<file path="src/rtl/fpsr_pkg.sv">
// ---------------------------------------------------------------------------
// fpsr_pkg
// Shared definitions for the frame-paced prompt sprite blocks:
//   - state encoding of the prompt sequencer (plain localparams plus an enum)
//   - screen constants and the default overlay colour
// ---------------------------------------------------------------------------
package fpsr_pkg;

  localparam logic [1:0] IDLE      = 2'd0;
  localparam logic [1:0] SLIDE_IN  = 2'd1;
  localparam logic [1:0] HOLD      = 2'd2;
  localparam logic [1:0] SLIDE_OUT = 2'd3;

  typedef enum logic [1:0] {
    S_IDLE      = IDLE,
    S_SLIDE_IN  = SLIDE_IN,
    S_HOLD      = HOLD,
    S_SLIDE_OUT = SLIDE_OUT
  } fpsr_state_e;

  localparam logic [11:0] WHITE     = 12'hFFF;
  localparam int unsigned H_VISIBLE = 640;
  localparam int unsigned V_VISIBLE = 480;

endpackage

</file>
<file path="src/rtl/frame_tick_gen.sv">
// ---------------------------------------------------------------------------
// frame_tick_gen
// Produces one registered single-cycle pulse per frame, in the cycle after
// the VGA counters sit at pixel 0 of FRAME_LINE (first blanked line).
// Ports:
//   clk     pixel clock
//   rst     asynchronous reset, active-low
//   hCount  horizontal pixel counter
//   vCount  vertical line counter
//   tick    one-cycle frame pulse
// ---------------------------------------------------------------------------
module frame_tick_gen
  import fpsr_pkg::*;
#(
  parameter int unsigned FRAME_LINE = V_VISIBLE
) (
  input  logic       clk,
  input  logic       rst,
  input  logic [9:0] hCount,
  input  logic [9:0] vCount,
  output logic       tick
);

  localparam logic [9:0] FRAME_LINE_V = 10'(FRAME_LINE);

  // hCount==0 lasts a single pixel clock, so this fires once per frame.
  always_ff @(posedge clk or negedge rst) begin
    if (!rst) begin
      tick <= 1'b0;
    end else begin
      tick <= (hCount == 10'd0) && (vCount == FRAME_LINE_V);
    end
  end

endmodule

</file>
<file path="src/rtl/prompt_sequencer.sv">
// ---------------------------------------------------------------------------
// prompt_sequencer
// Frame-synchronous controller for the prompt sprite overlay: slides the
// prompt in to Y_TARGET, holds it (optionally blinking, optionally timing
// out), then slides it back to Y_START.
// Ports:
//   clk       pixel clock
//   rst       asynchronous reset, active-low
//   hCount    horizontal pixel counter from VGA sync
//   vCount    vertical line counter from VGA sync
//   start     one-cycle request to show the prompt
//   dismiss   one-cycle request to remove the prompt
//   blink_en  level, blink the prompt while holding
//   en        overlay enable to the sprite controller
//   y_pos     top row of the prompt sprite
//   busy      high whenever the sequencer is not idle
//   done      one-cycle pulse when the slide-out completes
// ---------------------------------------------------------------------------
module prompt_sequencer
  import fpsr_pkg::*;
#(
  parameter int unsigned FRAME_LINE     = 480,
  parameter int unsigned Y_START        = 490,
  parameter int unsigned Y_TARGET       = 250,
  parameter int unsigned SLIDE_STEP     = 8,
  parameter int unsigned BLINK_FRAMES   = 30,
  parameter int unsigned TIMEOUT_FRAMES = 300
) (
  input  logic       clk,
  input  logic       rst,
  input  logic [9:0] hCount,
  input  logic [9:0] vCount,
  input  logic       start,
  input  logic       dismiss,
  input  logic       blink_en,
  output logic       en,
  output logic [9:0] y_pos,
  output logic       busy,
  output logic       done
);

  localparam int HOLD_W  = $clog2(TIMEOUT_FRAMES) + 1;
  localparam int BLINK_W = $clog2(BLINK_FRAMES) + 1;

  localparam logic [9:0]         Y_START_V  = 10'(Y_START);
  localparam logic [9:0]         Y_TARGET_V = 10'(Y_TARGET);
  localparam logic [9:0]         STEP_V     = 10'(SLIDE_STEP);
  localparam logic [HOLD_W-1:0]  HOLD_LAST  = HOLD_W'(TIMEOUT_FRAMES - 1);
  localparam logic [BLINK_W-1:0] BLINK_LAST = BLINK_W'(BLINK_FRAMES - 1);

  fpsr_state_e        state;
  logic               tick;
  logic               start_pend;
  logic               dismiss_pend;
  logic [HOLD_W-1:0]  hold_cnt;
  logic [BLINK_W-1:0] blink_cnt;
  logic               phase;
  logic [9:0]         y_in_next;
  logic [9:0]         y_out_next;
  logic               timeout_hit;
  logic               blink_wrap;

  frame_tick_gen #(
    .FRAME_LINE(FRAME_LINE)
  ) u_tick (
    .clk    (clk),
    .rst    (rst),
    .hCount (hCount),
    .vCount (vCount),
    .tick   (tick)
  );

  // Distances are checked before stepping so the position saturates at the
  // endpoint instead of overshooting or wrapping.
  assign y_in_next   = ((y_pos - Y_TARGET_V) <= STEP_V) ? Y_TARGET_V : (y_pos - STEP_V);
  assign y_out_next  = ((Y_START_V - y_pos) <= STEP_V) ? Y_START_V : (y_pos + STEP_V);
  assign timeout_hit = (TIMEOUT_FRAMES != 0) && (hold_cnt == HOLD_LAST);
  assign blink_wrap  = (blink_cnt == BLINK_LAST);

  // Requests arrive on any cycle but are only acted on at the frame tick.
  // A dismiss is meaningless outside SLIDE_IN/HOLD, so the flag is held
  // clear there; that also drops one that lands on the tick leaving HOLD.
  always_ff @(posedge clk or negedge rst) begin
    if (!rst) begin
      start_pend   <= 1'b0;
      dismiss_pend <= 1'b0;
    end else begin
      if (state == S_IDLE) begin
        if (tick && start_pend) begin
          start_pend <= 1'b0;
        end else if (start) begin
          start_pend <= 1'b1;
        end
      end

      if ((state == S_SLIDE_IN) || (state == S_HOLD)) begin
        if (tick && dismiss_pend) begin
          dismiss_pend <= 1'b0;
        end else if (dismiss) begin
          dismiss_pend <= 1'b1;
        end
      end else begin
        dismiss_pend <= 1'b0;
      end
    end
  end

  // Sequencer. Everything visible moves only on the frame tick; done is the
  // one output that is cleared every cycle so it stays a single pulse.
  always_ff @(posedge clk or negedge rst) begin
    if (!rst) begin
      state     <= S_IDLE;
      en        <= 1'b0;
      y_pos     <= Y_START_V;
      busy      <= 1'b0;
      done      <= 1'b0;
      hold_cnt  <= '0;
      blink_cnt <= '0;
      phase     <= 1'b1;
    end else begin
      done <= 1'b0;
      if (tick) begin
        case (state)
          S_IDLE: begin
            en    <= 1'b0;
            y_pos <= Y_START_V;
            if (start_pend) begin
              state <= S_SLIDE_IN;
              busy  <= 1'b1;
              en    <= 1'b1;
            end
          end

          S_SLIDE_IN: begin
            if (dismiss_pend) begin
              state <= S_SLIDE_OUT;
            end else begin
              y_pos <= y_in_next;
              if (y_in_next == Y_TARGET_V) begin
                state     <= S_HOLD;
                hold_cnt  <= '0;
                blink_cnt <= '0;
                phase     <= 1'b1;
              end
            end
          end

          S_HOLD: begin
            // The blink counter free-runs; blink_en only gates visibility.
            en       <= blink_en ? phase : 1'b1;
            hold_cnt <= hold_cnt + 1'b1;
            if (blink_wrap) begin
              blink_cnt <= '0;
              phase     <= ~phase;
            end else begin
              blink_cnt <= blink_cnt + 1'b1;
            end
            // Always slide out visibly, even from a blinked-off frame.
            if (dismiss_pend || timeout_hit) begin
              state <= S_SLIDE_OUT;
              en    <= 1'b1;
            end
          end

          S_SLIDE_OUT: begin
            y_pos <= y_out_next;
            if (y_out_next == Y_START_V) begin
              state <= S_IDLE;
              busy  <= 1'b0;
              en    <= 1'b0;
              done  <= 1'b1;
            end
          end

          default: begin
            state <= S_IDLE;
            busy  <= 1'b0;
            en    <= 1'b0;
          end
        endcase
      end
    end
  end

endmodule

</file>
<file path="config.mk">
export PLATFORM = sky130hd
export DESIGN_NAME = prompt_sequencer
export DESIGN_NICKNAME = d
export VERILOG_FILES = /design/src/rtl/fpsr_pkg.sv /design/src/rtl/frame_tick_gen.sv /design/src/rtl/prompt_sequencer.sv
export SDC_FILE = /design/constraint.sdc
export NUM_CORES = 1
export LEC_CHECK = 0
export ABC_AREA = 1
export BUFFER_PORTS_ARGS = -buffer_cell sky130_fd_sc_hd__buf_2
export CAP_MARGIN = 30
export CORE_MARGIN = 2
export CORE_UTILIZATION = 60
export CTS_BUF_LIST = sky130_fd_sc_hd__clkbuf_4
export CTS_CLUSTER_SIZE = 30
export DETAILED_ROUTE_END_ITERATION = 8
export GPL_TIMING_DRIVEN = 0
export PLACE_DENSITY = 0.93
export REMOVE_ABC_BUFFERS = 1
export SETUP_SLACK_MARGIN = 0.2
export SYNTH_ARGS = -nofsm -noshare
export SYNTH_HDL_FRONTEND = slang
export SYNTH_SLANG_ARGS = --single-unit
</file>
<file path="constraint.sdc">
create_clock -name clk -period 3.1 [get_ports clk]
set_input_delay 0.62 -clock clk [delete_from_list [all_inputs] [get_ports clk]]
set_output_delay 0.62 -clock clk [all_outputs]
set_load 0.05 [all_outputs]
</file>
* Word-level counts from Yosys, hierarchy flattened
Index checks and enable logic that the tools add are counted.
** Word-level totals
- Register bits after elaboration :: 35
- Bits of input ports :: 25
- Output and inout port bits :: 13
- Logic and storage cells :: 91
** Cells by class
- $add $sub $neg :: 6
- $lt $le $gt $ge :: 2
- Eq/ne operators :: 16
- Multiplexer cells :: 36
- Bitwise logic cells :: 1
- Reductions and logical operators :: 19
** Operators by type and width (number)
- two-way mux 10 bit :: 5
- equality test 10 x 9 -> 1 bit (second input constant) :: 3
- case mux 10 bit (3 select lines) :: 1
- <= comparator 10 x 4 -> 1 bit (second input constant) :: 2
- case mux 10 bit (2 select lines) :: 1
- two-way mux 6 bit :: 3
- two-way mux 1 bit :: 16
- case mux 6 bit (2 select lines) :: 1
- adder 10 x 1 -> 10 bit (second input constant) :: 1
- adder 10 x 4 -> 10 bit (second input constant) :: 1
- equality test 10 x 8 -> 1 bit (second input constant) :: 1
- logical NOT 10 bit :: 1
- two-way mux 2 bit :: 5
- AND reduction 5 bit :: 2
- subtractor 10 x 4 -> 10 bit (second input constant) :: 1
- subtractor 10 x 8 -> 10 bit (second input constant) :: 1
- subtractor 9 x 10 -> 10 bit (first input constant) :: 1
- != test 2 bit (second input constant) :: 4
- case mux 2 bit (4 select lines) :: 1
- AND reduction 4 bit :: 2
- adder 6 x 1 -> 6 bit (second input constant) :: 1
- equality test 6 x 5 -> 1 bit (second input constant) :: 1
- != test 3 x 2 -> 1 bit (second input constant) :: 2
- AND reduction 3 bit :: 2
- other kinds (12) :: 21

* Longest topological paths before layout
- Word-level depth :: 7
- Depth in mapped cells :: 21
- Gate-level depth less buffers :: 19

* Modules after synthesis
A second synthesis with hierarchy kept.
** Second synthesis, totals
- Cell total of the unflattened synthesis :: 412
- Area, all modules :: 2834.0 µm²
** Modules (own cells, without submodules)
- prompt_sequencer :: times used 1, cells an instance 387, area each 2715.1 µm², sequential area each 859.6 µm²
- frame_tick_gen :: times used 1, cells an instance 25, area each 118.9 µm², sequential area each 25.0 µm²

* Worst setup path before layout
No wires, ideal clock.
- Kind :: register to register
- Start :: register y_pos[4]
- End :: register busy
- Library setup time :: 0.134 ns
- Arrival :: 2.455 ns
- Required time :: 2.966 ns
- Path slack :: 0.512 ns
- Stages on the path, launching flop included :: 19
- Period minus slack after synthesis :: 2.588 ns
- Cell sequence :: dfrtp_1 -> inv_1 -> ha_1 -> nand2_1 -> nand2_1 -> inv_1 -> nand2_1 -> o21ai_2 -> nand2_1 -> nor2_2 -> nand2_2 -> nand2_2 -> nand2_2 -> nor2_2 -> nand2_2 -> nand2_2 -> nand3_1 -> nand2_1 -> o21ai_1
** Between the ends
- Longest elaborated chain between the ends :: 6
- Elaborated cells between the ends (all ways) :: 7
- Those cells by class :: 2 x add/sub; 1 x order compare; 2 x eq/ne; 1 x mux; 1 x reduce/logical
** RTL lines
- start, declared :: RTL line prompt_sequencer.sv:37 : output logic [9:0] y_pos,
- start signal, assigned :: RTL line prompt_sequencer.sv:138 : y_pos <= y_in_next;
- start signal, assigned :: RTL line prompt_sequencer.sv:166 : y_pos <= y_out_next;
- subtractor 9 x 10 -> 10 bit :: RTL line prompt_sequencer.sv:76 : assign y_out_next = ((Y_START_V - y_pos) <= STEP_V) ? Y_START_V : (y_pos + STEP_V);
- <= comparator 10 x 4 -> 1 bit :: RTL line prompt_sequencer.sv:76
- two-way mux 10 bit (*) :: RTL line prompt_sequencer.sv:76
- equality test 10 x 9 -> 1 bit (*) :: RTL line prompt_sequencer.sv:167 : if (y_out_next == Y_START_V) begin
- != test 2 bit (no source line) (*)
- AND reduction 4 bit (no source line) (*)
- end signal, assigned :: RTL line prompt_sequencer.sv:115 : busy <= 1'b0;
- end signal, assigned :: RTL line prompt_sequencer.sv:169 : busy <= 1'b0;
- end signal, assigned :: RTL line prompt_sequencer.sv:177 : busy <= 1'b0;
- end, declared :: RTL line prompt_sequencer.sv:38 : output logic busy,
Mark *: on every way between the ends. The rest lies on a longest branch, timed or not.
A chain may end at the register's enable or synchronous reset.

* Worst setup path after layout
- Start :: register y_pos[3]
- End :: register blink_cnt[4]
** Between the ends
- Longest elaborated chain between the ends :: 6
- Elaborated cells between the ends (all ways) :: 7
- Those cells by class :: 2 x add/sub; 1 x order compare; 2 x eq/ne; 1 x mux; 1 x reduce/logical
** RTL lines
- subtractor 10 x 8 -> 10 bit :: RTL line prompt_sequencer.sv:75 : assign y_in_next = ((y_pos - Y_TARGET_V) <= STEP_V) ? Y_TARGET_V : (y_pos - STEP_V);
- <= comparator 10 x 4 -> 1 bit :: RTL line prompt_sequencer.sv:75
- two-way mux 10 bit (*) :: RTL line prompt_sequencer.sv:75
- equality test 10 x 8 -> 1 bit (*) :: RTL line prompt_sequencer.sv:139 : if (y_in_next == Y_TARGET_V) begin
- != test 2 x 1 -> 1 bit (no source line) (*)
- AND reduction 4 bit (no source line) (*)
- end signal, assigned :: RTL line prompt_sequencer.sv:156 : blink_cnt <= blink_cnt + 1'b1;
- end, declared :: RTL line prompt_sequencer.sv:56 : logic [BLINK_W-1:0] blink_cnt;
Marked as above.

==> out/results.ini <==
[outcome]
outcome = complete, no violations

[critical_path]
critPathLaunchType = register
cp.arrival_ps = 2980
ff2ff_path_depth = 17
required_ps = 3390
r2r_setup_slack_ps = 410
critPathMaxFanout = 21
rr_endpoint = blink_cnt[4]$_DFFE_PN0P_
timing.rr.start = y_pos[3]$_DFFE_PN1P_
critPathCaptureType = register
crit_type = reg2reg
startpoint = y_pos[3]$_DFFE_PN1P_
endpoint = blink_cnt[4]$_DFFE_PN0P_

[pwr]
leakagePower_nw = 1.543
ir_drop_mv = 0.4118
powerDensity_nw_per_um2 = 262.0
p_total_w = 0.0008234

[timing]
hold_violations = 0
slew-limit-headroom_pct = 48.49
tns_ps = 0
post-route-min-period_ps = 2695
fin_worst_skew_ps = 13.74
worst_pin_slew_ps = 772.6
hold_slack_ps = 316.6
maxSlewViolCount = 0
fin_crit_sh_pct = 86.92
setup_viol = 0
rsz0062_at_grt = yes
fmax_mhz = 371.1
fin_ws_ps = 405.4

[placement]
post-place-ws_ps = 272.8
routabilityCongestion = 0.9254
detailed_place.area_sq_um = 3020
portBuffers = 37
dpl.hpwl_um = 4941

[finish]
fill_cells = 371
final_common_cell = nand2_1
final_layout_size_suffix_gt1_share_pct = 19.87
nets = 486
num_antenna_cells = 0
final_cell_area_sq_um = 3143
final_cell_mix = nand2_1, inv_1, buf_2, nor2_1, nand3_1
areaGrowthSynthToFinish_pct = 10.22

[floorplan]
coreArea_sq_um = 4661
pin_count = 38
num_rows = 25
die_h_um = 72.94
fp.dieW_um = 72.94
dieArea_sq_um = 5320
start_util_pct = 61.18

[logic_synthesis]
synth_top_family_by_area = simple AND/OR/NAND/NOR gates
synth_mux_area_share_pct = 0
synth_enable_flop_cells = 0
syn_inst = 409
yosys_most_used_dff = dfrtp_1
avgSynthCellArea_sq_um = 6.972
synth_area_sq_um = 2851
synthSimpleGateAreaFrac_pct = 34.88
ys_seq_area_share_pct = 31.02
yosys.area_share.adder_pct = 6.143
synth_compound_area_share_pct = 13.03
async_reset_ff_share_pct = 100.0
synthXorXnorAreaFrac_pct = 3.993
ys_warn_count = 0
synth.distinct_cells = 41
ys_seq_elements = 35

[clock_tree]
hold_buffers = 0
clock_latency_ps = 360
h-tree-depth = 2
path_clk_slew_ps = 120
cts_tree = built
clock_sinks = 35
numCtsBuffers = 5
cts_root_buf = clkbuf_4
cts.path.max_buffers = 2

[drt]
first_iter_violations = 256
ant_nets = 0
wl_per_cell_um = 13.28
vias = 2914
drc_errors = 0
wl_um = 6666
first_pass_iters = 8
drt-vias-per-instance = 5.805

[global_routing]
first_global_vias = 2532
grt_pass1_wl_um = 10680
grtUsageTotal_pct = 25.36
overflow = 0
grt_max_degree = 36
antenna_found_initial = 0

[min_path]
hp-class = in2async

[run]
maxCapViolations = 0

## critical path: stages (launching register included)
cell,delay (ps)
dfstp_2,690
ha_1,300
inv_1,90
nor2_1,140
nand3_1,110
nand2_1,80
nand2_1,50
nand2_1,50
nand2_1,120
o22ai_1,230
nand3_2,120
nand2_2,100
nand2_4,140
inv_8,150
nand2_1,70
nand2_1,60
nand2_1,50
nor2_1,70
## routing by layer
layer	vias up	GRT usage [%]	routed length, um
met5	-	0	0
li1	1423	-	-
met2	141	43.33	3331
met1	1337	31.87	2739
met3	13	5.110	481
met4	0	8.848	114
## layout make-up
| class | instances | area [sq um] | share of cell area (%) |
|---|---|---|---|
| clock buffer | 5 | 37.54 | 1.194 |
| clock inverter | 3 | 43.79 | 1.393 |
| inverter | 59 | 234.0 | 7.444 |
| multi-input combinational | 305 | 1660 | 52.83 |
| sequential | 35 | 884.6 | 28.14 |
| tap | 54 | 67.56 | 2.150 |
| timing repair buffer | 41 | 215.2 | 6.847 |
## where the power goes
part / switching, W / internal [W]
Combinational: 0.0000146 / 0.0000121
Clock: 0.000170 / 0.000170
Sequential: 0.0000000310 / 0.000457
Total: 0.000185 / 0.000639
## per-stage QoR
step,utilization [%],std cells
finish,67.44,502
global route,67.44,502
CTS,66.55,498
detailed placement,64.81,490
global placement,64.81,490
floorplan,-,399
## what timing repair did
action | in CTS | in global routing
gates resized for setup | 0 | 5
endpoints found under the setup margin | 0 | 15
buffers inserted | 0 | 4
## cell usage after synthesis (all sizes together) (3+ instances only)
cell type | number | share of area (%)
o31ai | 4 | 1.2
o21ai | 28 | 5.0
nand4 | 12 | 2.6
nor3 | 6 | 1.2
o22ai | 3 | 0.66
nor4 | 7 | 1.5
nor2 | 40 | 6.1
a32oi | 4 | 1.2
buf | 8 | 2.7
inv | 58 | 7.8
xor2 | 12 | 3.7
ha | 14 | 6.1
nand3 | 36 | 7.0
dfstp | 7 | 6.5
nand2 | 112 | 16
a21oi | 18 | 3.4
dfrtp | 28 | 25
## how the worst min path moves through the flow
stage / from / end / slack, ps / cells past startpoint
6_report: rst / hold_cnt[2]$_DFFE_PN0P_ / 320 / 1
5_1_grt: rst / hold_cnt[3]$_DFFE_PN0P_ / 380 / 1
4_1_cts: rst / hold_cnt[2]$_DFFE_PN0P_ / 340 / 1
3_5_place_dp: busy$_DFFE_PN0P_ / busy$_DFFE_PN0P_ / 480 / 2
3_3_place_gp: busy$_DFFE_PN0P_ / busy$_DFFE_PN0P_ / 480 / 2
2_1_floorplan: rst / blink_cnt[0]$_DFFE_PN0P_ / 320 / 0
## sequential cells by signal, indices dropped and copies added (netlist names)
register,count
u_tick.tick,1
blink_cnt,6
hold_cnt,10
done,1
y_pos,10
en,1
phase,1
busy,1
state,2
start_pend,1
dismiss_pend,1
## kinds of logic after synthesis
group / count (synthesis)
flip-flops: 35
XOR/XNOR: 13
AND/OR/NAND/NOR: 216
buffers and inverters: 69
AO/OA/AOI/OAI: 62
adder cells (fa/ha/maj): 14
(Power assumes the default switching activity.)
